## src/rtl/motor_cmd_pkg.sv

```systemverilog
// Shared encodings for the motor command scheduler: FSM states, command and
// acknowledgement bytes, LED codes and the command decoder.
package motor_cmd_pkg;

  typedef enum logic [1:0] {
    ST_IDLE  = 2'd0,
    ST_RAMP  = 2'd1,
    ST_HOLD  = 2'd2,
    ST_BRAKE = 2'd3
  } state_t;

  localparam logic [7:0] CMD_W = 8'h57;
  localparam logic [7:0] CMD_A = 8'h41;
  localparam logic [7:0] CMD_S = 8'h53;
  localparam logic [7:0] CMD_D = 8'h44;
  localparam logic [7:0] CMD_X = 8'h58;

  localparam logic [7:0] ACK_UNKNOWN = 8'h3F;
  localparam logic [7:0] ACK_WDOG    = 8'h21;

  localparam logic DIR_FWD = 1'b1;
  localparam logic DIR_REV = 1'b0;

  localparam logic [4:0] LED_X = 5'b10000;
  localparam logic [4:0] LED_W = 5'b01000;
  localparam logic [4:0] LED_A = 5'b00100;
  localparam logic [4:0] LED_S = 5'b00010;
  localparam logic [4:0] LED_D = 5'b00001;

  typedef struct packed {
    logic       known;
    logic       keep_dir;
    logic       dir;
    logic [7:0] tgt_l;
    logic [7:0] tgt_r;
    logic [4:0] led;
    logic [7:0] ack;
  } cmd_t;

  // Bit 5 is masked so lower-case letters decode like upper case.
  function automatic cmd_t decode_cmd(input logic [7:0] rx, input logic [7:0] duty_max);
    cmd_t       c;
    logic [7:0] up;
    logic [7:0] quarter;
    logic [7:0] half;
    up      = rx & 8'hDF;
    quarter = {2'b00, duty_max[7:2]};
    half    = {1'b0, duty_max[7:1]};
    c       = '0;
    case (up)
      CMD_W: begin
        c.known = 1'b1; c.dir = DIR_FWD; c.tgt_l = duty_max; c.tgt_r = duty_max;
        c.led = LED_W; c.ack = CMD_W;
      end
      CMD_A: begin
        c.known = 1'b1; c.dir = DIR_FWD; c.tgt_l = quarter; c.tgt_r = duty_max;
        c.led = LED_A; c.ack = CMD_A;
      end
      CMD_D: begin
        c.known = 1'b1; c.dir = DIR_FWD; c.tgt_l = duty_max; c.tgt_r = quarter;
        c.led = LED_D; c.ack = CMD_D;
      end
      CMD_S: begin
        c.known = 1'b1; c.keep_dir = 1'b1; c.tgt_l = 8'd0; c.tgt_r = 8'd0;
        c.led = LED_S; c.ack = CMD_S;
      end
      CMD_X: begin
        c.known = 1'b1; c.dir = DIR_REV; c.tgt_l = half; c.tgt_r = half;
        c.led = LED_X; c.ack = CMD_X;
      end
      default: begin
        c.ack = ACK_UNKNOWN;
      end
    endcase
    return c;
  endfunction

endpackage

```

## src/rtl/duty_ramp.sv

```systemverilog
// One PWM channel's duty register, slewed toward its target by a fixed step
// on every ramp tick, landing exactly on the target without overshoot.
module duty_ramp #(
  parameter int DUTY_STEP = 5
) (
  input  logic       clk_50M,
  input  logic       rst_n,
  input  logic       i_tick,
  input  logic [7:0] i_target,
  output logic [7:0] o_duty,
  output logic       o_at_target
);

  localparam logic [7:0] L_STEP = DUTY_STEP[7:0];

  logic [7:0] r_duty;
  logic [7:0] w_gap;
  logic [7:0] w_next;

  // Next duty: one step toward the target, or the target itself when closer than a step.
  always_comb begin
    w_gap  = 8'd0;
    w_next = r_duty;
    if (i_target > r_duty) begin
      w_gap = i_target - r_duty;
      if (w_gap < L_STEP) begin
        w_next = i_target;
      end else begin
        w_next = r_duty + L_STEP;
      end
    end else if (i_target < r_duty) begin
      w_gap = r_duty - i_target;
      if (w_gap < L_STEP) begin
        w_next = i_target;
      end else begin
        w_next = r_duty - L_STEP;
      end
    end else begin
      w_next = r_duty;
    end
  end

  // Duty register advances only on ramp ticks.
  always_ff @(posedge clk_50M or negedge rst_n) begin
    if (!rst_n) begin
      r_duty <= 8'd0;
    end else if (i_tick) begin
      r_duty <= w_next;
    end else begin
      r_duty <= r_duty;
    end
  end

  assign o_duty      = r_duty;
  assign o_at_target = (r_duty == i_target);

endmodule

```

## src/rtl/motor_cmd_sched.sv

```systemverilog
// Drive-command scheduler: decodes UART command bytes, ramps two PWM duties
// with brake-before-reverse, enforces a receive watchdog and queues acks.
module motor_cmd_sched
  import motor_cmd_pkg::*;
#(
  parameter int RAMP_DIV    = 500000,
  parameter int DUTY_STEP   = 5,
  parameter int DUTY_MAX    = 100,
  parameter int WDOG_CYCLES = 25000000
) (
  input  logic       clk_50M,
  input  logic       rst_n,
  input  logic [7:0] i_rx_data,
  input  logic       i_rx_valid,
  input  logic       i_tx_ready,
  output logic [7:0] o_tx_data,
  output logic       o_tx_start,
  output logic [7:0] o_l_duty,
  output logic [7:0] o_r_duty,
  output logic       o_dir,
  output logic [4:0] o_led,
  output logic [1:0] o_state
);

  localparam int TICK_W = $clog2(RAMP_DIV + 1);
  localparam int WDOG_W = $clog2(WDOG_CYCLES + 1);
  localparam logic [TICK_W-1:0] TICK_LAST = TICK_W'(RAMP_DIV - 1);
  localparam logic [TICK_W-1:0] TICK_ONE  = TICK_W'(1);
  localparam logic [WDOG_W-1:0] WDOG_LAST = WDOG_W'(WDOG_CYCLES - 1);
  localparam logic [WDOG_W-1:0] WDOG_FULL = WDOG_W'(WDOG_CYCLES);
  localparam logic [WDOG_W-1:0] WDOG_ONE  = WDOG_W'(1);
  localparam logic [7:0]        L_DUTY_MAX = DUTY_MAX[7:0];

  state_t            r_state;
  logic              r_dir;
  logic [7:0]        r_tgt_l;
  logic [7:0]        r_tgt_r;
  logic [7:0]        r_pend_l;
  logic [7:0]        r_pend_r;
  logic              r_pend_dir;
  logic [4:0]        r_led;
  logic [TICK_W-1:0] r_tick_cnt;
  logic [WDOG_W-1:0] r_wdog;
  logic              r_ack_pend;
  logic [7:0]        r_ack_byte;
  logic              r_tx_start;
  logic [7:0]        r_tx_data;

  cmd_t       w_cmd;
  logic       w_cmd_acc;
  logic       w_tick;
  logic       w_wdog_fire;
  logic       w_req_dir;
  logic       w_req_zero;
  logic       w_both_zero;
  logic       w_both_at;
  logic       w_tgt_zero;
  logic [7:0] w_l_duty;
  logic [7:0] w_r_duty;
  logic       w_l_at;
  logic       w_r_at;
  logic       w_ack_new;
  logic [7:0] w_ack_byte;

  assign w_cmd       = decode_cmd(i_rx_data, L_DUTY_MAX);
  assign w_cmd_acc   = i_rx_valid && w_cmd.known;
  assign w_tick      = (r_tick_cnt == TICK_LAST);
  assign w_req_dir   = w_cmd.keep_dir ? r_dir : w_cmd.dir;
  assign w_req_zero  = (w_cmd.tgt_l == 8'd0) && (w_cmd.tgt_r == 8'd0);
  assign w_both_zero = (w_l_duty == 8'd0) && (w_r_duty == 8'd0);
  assign w_both_at   = w_l_at && w_r_at;
  assign w_tgt_zero  = (r_tgt_l == 8'd0) && (r_tgt_r == 8'd0);
  // A known command arriving in the expiry cycle suppresses the watchdog.
  assign w_wdog_fire = (r_wdog == WDOG_LAST) && (r_state != ST_IDLE) && !w_cmd_acc;

  duty_ramp #(.DUTY_STEP(DUTY_STEP)) u_ramp_l (
    .clk_50M     (clk_50M),
    .rst_n       (rst_n),
    .i_tick      (w_tick),
    .i_target    (r_tgt_l),
    .o_duty      (w_l_duty),
    .o_at_target (w_l_at)
  );

  duty_ramp #(.DUTY_STEP(DUTY_STEP)) u_ramp_r (
    .clk_50M     (clk_50M),
    .rst_n       (rst_n),
    .i_tick      (w_tick),
    .i_target    (r_tgt_r),
    .o_duty      (w_r_duty),
    .o_at_target (w_r_at)
  );

  // Free-running ramp tick divider.
  always_ff @(posedge clk_50M or negedge rst_n) begin
    if (!rst_n) begin
      r_tick_cnt <= '0;
    end else if (w_tick) begin
      r_tick_cnt <= '0;
    end else begin
      r_tick_cnt <= r_tick_cnt + TICK_ONE;
    end
  end

  // Watchdog saturates at full count so it can fire only once per silence.
  always_ff @(posedge clk_50M or negedge rst_n) begin
    if (!rst_n) begin
      r_wdog <= '0;
    end else if (w_cmd_acc) begin
      r_wdog <= '0;
    end else if (r_wdog == WDOG_FULL) begin
      r_wdog <= r_wdog;
    end else begin
      r_wdog <= r_wdog + WDOG_ONE;
    end
  end

  // Select the acknowledgement byte produced this cycle, if any.
  always_comb begin
    w_ack_new  = 1'b0;
    w_ack_byte = 8'd0;
    if (w_cmd_acc) begin
      w_ack_new  = 1'b1;
      w_ack_byte = w_cmd.ack;
    end else if (w_wdog_fire) begin
      w_ack_new  = 1'b1;
      w_ack_byte = ACK_WDOG;
    end else if (i_rx_valid) begin
      w_ack_new  = 1'b1;
      w_ack_byte = ACK_UNKNOWN;
    end else begin
      w_ack_new  = 1'b0;
      w_ack_byte = 8'd0;
    end
  end

  // One-deep ack slot; a fresh ack bypasses the slot when the transmitter is free.
  always_ff @(posedge clk_50M or negedge rst_n) begin
    if (!rst_n) begin
      r_ack_pend <= 1'b0;
      r_ack_byte <= 8'd0;
      r_tx_start <= 1'b0;
      r_tx_data  <= 8'd0;
    end else if ((w_ack_new || r_ack_pend) && i_tx_ready && !r_tx_start) begin
      r_tx_start <= 1'b1;
      r_tx_data  <= w_ack_new ? w_ack_byte : r_ack_byte;
      r_ack_pend <= 1'b0;
    end else begin
      r_tx_start <= 1'b0;
      if (w_ack_new) begin
        r_ack_pend <= 1'b1;
        r_ack_byte <= w_ack_byte;
      end
    end
  end

  // Scheduler FSM: targets, direction, brake pending set and LED.
  always_ff @(posedge clk_50M or negedge rst_n) begin
    if (!rst_n) begin
      r_state    <= ST_IDLE;
      r_dir      <= DIR_FWD;
      r_tgt_l    <= 8'd0;
      r_tgt_r    <= 8'd0;
      r_pend_l   <= 8'd0;
      r_pend_r   <= 8'd0;
      r_pend_dir <= DIR_FWD;
      r_led      <= 5'd0;
    end else if (w_cmd_acc) begin
      r_led <= w_cmd.led;
      if ((w_req_dir != r_dir) && !w_both_zero) begin
        r_state    <= ST_BRAKE;
        r_tgt_l    <= 8'd0;
        r_tgt_r    <= 8'd0;
        r_pend_l   <= w_cmd.tgt_l;
        r_pend_r   <= w_cmd.tgt_r;
        r_pend_dir <= w_req_dir;
      end else begin
        r_state    <= ((r_state == ST_IDLE) && w_req_zero) ? ST_IDLE : ST_RAMP;
        r_dir      <= w_req_dir;
        r_tgt_l    <= w_cmd.tgt_l;
        r_tgt_r    <= w_cmd.tgt_r;
        r_pend_l   <= 8'd0;
        r_pend_r   <= 8'd0;
        r_pend_dir <= w_req_dir;
      end
    end else if (w_wdog_fire) begin
      r_state    <= ST_RAMP;
      r_tgt_l    <= 8'd0;
      r_tgt_r    <= 8'd0;
      r_pend_l   <= 8'd0;
      r_pend_r   <= 8'd0;
      r_pend_dir <= r_dir;
    end else begin
      case (r_state)
        ST_RAMP: begin
          if (w_both_at) begin
            r_state <= w_tgt_zero ? ST_IDLE : ST_HOLD;
          end
        end
        ST_BRAKE: begin
          if (w_both_zero) begin
            r_state  <= ST_RAMP;
            r_dir    <= r_pend_dir;
            r_tgt_l  <= r_pend_l;
            r_tgt_r  <= r_pend_r;
            r_pend_l <= 8'd0;
            r_pend_r <= 8'd0;
          end
        end
        default: begin
          r_state <= r_state;
        end
      endcase
    end
  end

  assign o_tx_data  = r_tx_data;
  assign o_tx_start = r_tx_start;
  assign o_l_duty   = w_l_duty;
  assign o_r_duty   = w_r_duty;
  assign o_dir      = r_dir;
  assign o_led      = r_led;
  assign o_state    = r_state;

endmodule

```

## config.mk

```make
export PLATFORM = sky130hd
export DESIGN_NAME = motor_cmd_sched
export DESIGN_NICKNAME = d
export VERILOG_FILES = /design/src/rtl/motor_cmd_pkg.sv /design/src/rtl/duty_ramp.sv /design/src/rtl/motor_cmd_sched.sv
export SDC_FILE = /design/constraint.sdc
export NUM_CORES = 1
export LEC_CHECK = 0
export ABC_AREA = 0
export CAP_MARGIN = 20
export CELL_PAD_IN_SITES_DETAIL_PLACEMENT = 0
export CELL_PAD_IN_SITES_GLOBAL_PLACEMENT = 1
export CORE_ASPECT_RATIO = 1.75
export CORE_MARGIN = 4
export CORE_UTILIZATION = 25
export DETAILED_ROUTE_END_ITERATION = 16
export GPL_TIMING_DRIVEN = 0
export PLACE_DENSITY_LB_ADDON = 0.12
export SLEW_MARGIN = 20
export SYNTH_ARGS = -nofsm -noshare
export SYNTH_HDL_FRONTEND = slang
export SYNTH_SLANG_ARGS = --single-unit
```

## constraint.sdc

```tcl
create_clock -name clk_50M -period 6.44 [get_ports clk_50M]
set_input_delay 1.932 -clock clk_50M [delete_from_list [all_inputs] [get_ports clk_50M]]
set_output_delay 1.932 -clock clk_50M [all_outputs]
set_load 0.05 [all_outputs]
```

==> impl_metrics.env <==
export IMPL_result_of_the_run="finished clean"
export IMPL_fillers=3041
export IMPL_min_period_ps=4496
export IMPL_dp_hpwl_mm=17.93
export IMPL_insertion_delay_ps=360
export IMPL_floorplan_initialDensity_pct=25.42
export IMPL_route_vias_total=6247
export IMPL_synth_area_per_cell_um2=8.542
export IMPL_place_port_buffers=43
export IMPL_totalNegativeSetupSlack_ps=0
export IMPL_synth_seq_area_share_pct=37.73
export IMPL_path_class="primary input to register"
export IMPL_total_wirelength_mm=22.77
export IMPL_synth_flop_cell="dfrtp_1"
export IMPL_ant_nets=0
export IMPL_dr_pass1_iters=5
export IMPL_synth_top_area_share_pct=36.98
export IMPL_cts_clk_slew_worst_paths_ps=70
export IMPL_power_leakage_nw=3.324
export IMPL_setup_worst_path_end_class="register"
export IMPL_layout_drive_gt1_share_pct=5.023
export IMPL_tightestPinTransition_ps=1046
export IMPL_synth_edf_count=0
export IMPL_top_signal_layer_used="met4"
export IMPL_worst_slew_margin_rel_pct=29.61
export IMPL_final_max_slew_viol_count=0
export IMPL_p_total_mw=2.694
export IMPL_cp_required_ps=6730
export IMPL_syn2layout_area_growth_pct=17.50
export IMPL_arrival_ps=4780
export IMPL_netlist_area_um2=6970
export IMPL_final_min_period_over_clock_period_pct=69.81
export IMPL_clockBufferDepth=2
export IMPL_gr_usage_all_layers_pct=15.11
export IMPL_final_setup_skew_ps=6.628
export IMPL_postCtsHoldBufs=0
export IMPL_vdd_ir_drop_max_mv=0.1654
export IMPL_synthArstFlopShare_pct=100.0
export IMPL_antenna_diodes=0
export IMPL_die_h_um=228.9
export IMPL_vias_per_cell=5.018
export IMPL_wl_met1_mm=8.656
export IMPL_yosys_area_top_type="dfrtp_1"
export IMPL_io_pin_count=45
export IMPL_die_x_um=134.2
export IMPL_met2_wire_len_mm=12.78
export IMPL_die_area_um2=30720
export IMPL_number_of_nets_in_the_finished_design=921
export IMPL_synth_warning_count=0
export IMPL_synth_top_cells_by_area="dfrtp_1, ha_1, o21ai_0"
export IMPL_grt_pass1_vias=6594
export IMPL_fp_coreArea_um2=27430
export IMPL_gp_congestion=0.8519
export IMPL_max_cap_viol_count=0
export IMPL_power_per_cell_area_nw_per_um2=329.0
export IMPL_clock_fmax_ghz=0.2224
export IMPL_initial_antenna_violation_count=0
export IMPL_routed_wire_length_per_instance_um=18.29
export IMPL_post_cts_resize_count=0
export IMPL_globalRoute_totalOverflow=0
export IMPL_post_cts_buffers=0
export IMPL_detail_route_drc_violations=0
export IMPL_first_iter_violations=209
export IMPL_holdCritPathClass="register to register"
export IMPL_grt_first_pass_wirelength_mm=36.65
export IMPL_routed_wl_met3_um=563
export IMPL_cts_inserted_buffers=9
export IMPL_number_of_library_cell_types_mapped_by_synthesis=75
export IMPL_crit_path_start_kind="primary input"
export IMPL_clock_sink_count=105
export IMPL_synth_ff_latch_count=105
export IMPL_cts_tree="done"
export IMPL_synth_net_count=866
export IMPL_floorplan_rows=80
export IMPL_clockRootBuffer="clkbuf_16"
export IMPL_cp_max_fo=10
export IMPL_htree_levels=3
export IMPL_synthesis_instances=816
export IMPL_rsz0062_at_grt="false"
export IMPL_timing_hold_violations_final=0
export IMPL_largest_net_degree_at_the_start_of_global_routing=64
export IMPL_hold_slack_ps=482.0
export IMPL_finalSetupViolations=0
[through the flow]
step | util, % | worst slack, ps | instance area, um^2 | std cells
final | 29.86 | 1944 | 8190 | 1245
after global routing | 29.86 | 1723 | 8190 | 1245
after CTS | 29.86 | 1926 | 8190 | 1245
after detailed placement | 28.77 | 1559 | 7891 | 1229
after global placement | 28.67 | -1161 | 7863 | 1228
after floorplan | - | 2547 | 6970 | 816
[sequential cells by signal (all words and copies together), names as in the netlist, 4 cells and up]
signal and flops:
r_wdog 25, r_tick_cnt 19, o_tx_data 8, r_ack_byte 8, u_ramp_l.o_duty 8, u_ramp_r.o_duty 8
o_led 5, r_pend_l 5, r_tgt_l 5, r_pend_r 4, r_tgt_r 4
[worst max-delay path, cell delays in order]
cell             delay, ps
clkdlybuf4s50_1        530
inv_1                   80
or4_1                  500
a21oi_2                360
mux2_2                 410
nand2_1                100
clkbuf_1               400
nand2_1                140
o21a_1                 230
a21oi_1                110
[where the power goes]
part | internal, mW | switching (mW)
clock | 0.313 | 0.265
combinational | 0.468 | 0.764
sequential | 0.754 | 0.130
total | 1.53 | 1.16
[Yosys cell counts (14+ instances only)]
master    number
nor3_1        23
xor2_1        23
a21oi_1       47
xnor2_1       21
inv_1         46
nand4_1       15
ha_1          36
o21ai_0       69
nand2b_1      16
nand2_1       59
dfrtp_1      103
nand3_1       37
clkbuf_1      21
nor2_1        82
or3_1         14
[worst paths after layout]
kind | startpoint | end | slack, ps | cells past startpoint
worst max-delay path | i_rx_data[2] | r_tgt_l[3] | 1940 | 10
worst min-delay path | r_pend_r[4] | r_pend_r[4] | 480 | 2
worst max register to register | r_tgt_l[3] | u_ramp_l.o_duty[2] | 2490 | 13
worst min register to register | r_pend_r[4] | r_pend_r[4] | 480 | 2
max in group asynchronous | rst_n | o_dir | 4240 | 2
min in group asynchronous | rst_n | r_wdog[14] | 1490 | 1
[per-layer routing]
metal,vias up,global-route usage (%)
li1,3051,-
met1,3041,16.13
met2,119,29.03
met3,36,1.960
met4,0,6.561
met5,-,0
[cell families (layout without fill, tap and decap cells)]
kind of cell | Yosys count | after routing | synth area share, %
AND/OR/NAND/NOR | 320 | 320 | 23.32
AO/OA/AOI/OAI | 225 | 225 | 20.80
flip-flops | 105 | 105 | 37.73
buffers and inverters | 77 | 137 | 4.541
XOR/XNOR | 44 | 44 | 5.529
adder cells (fa/ha/maj) | 38 | 38 | 7.036
multiplexers | 7 | 7 | 1.041
[final cells by class]
type                            instances  area, um^2  share of cell area [%]
Multi-Input combinational cell        634        4024                   49.13
Sequential cell                       105        2630                   32.11
Tap cell                              369       461.7                   5.637
Timing Repair Buffer                   44       459.2                   5.606
Clock buffer                           12       246.5                   3.009
Inverter                               46       172.7                   2.108
Buffer                                 31       143.9                   1.757
Clock inverter                          4       52.55                  0.6416
[layout by cell type (no fill, tap or decap), types with 5 or more instances in the layout]
cell | netlist | layout
nor2b_1 | 12 | 12
a22oi_1 | 9 | 9
inv_1 | 46 | 46
o22ai_1 | 5 | 5
a211oi_1 | 7 | 7
nor4_1 | 10 | 10
ha_1 | 36 | 36
clkbuf_16 | 0 | 9
a21o_1 | 7 | 7
clkbuf_1 | 21 | 23
a32oi_1 | 5 | 5
xor2_1 | 23 | 23
nand4_1 | 15 | 15
o31ai_1 | 6 | 6
o21ai_0 | 69 | 69
mux2i_1 | 5 | 5
o211ai_1 | 8 | 8
and3_1 | 12 | 12
nor2_1 | 82 | 82
or2_2 | 6 | 6
dfrtp_1 | 103 | 103
o2111ai_1 | 5 | 5
nand2_1 | 59 | 59
and2_1 | 7 | 7
a21oi_1 | 47 | 47
clkdlybuf4s50_1 | 0 | 42
xnor2_1 | 21 | 21
o21ai_1 | 5 | 5
a22o_1 | 8 | 8
o21a_1 | 12 | 12
and4_1 | 5 | 5
nand2b_1 | 16 | 16
nor3_1 | 23 | 23
nand3_1 | 37 | 37
or3_1 | 14 | 14
Note: power is estimated with default switching activity, not from simulation.
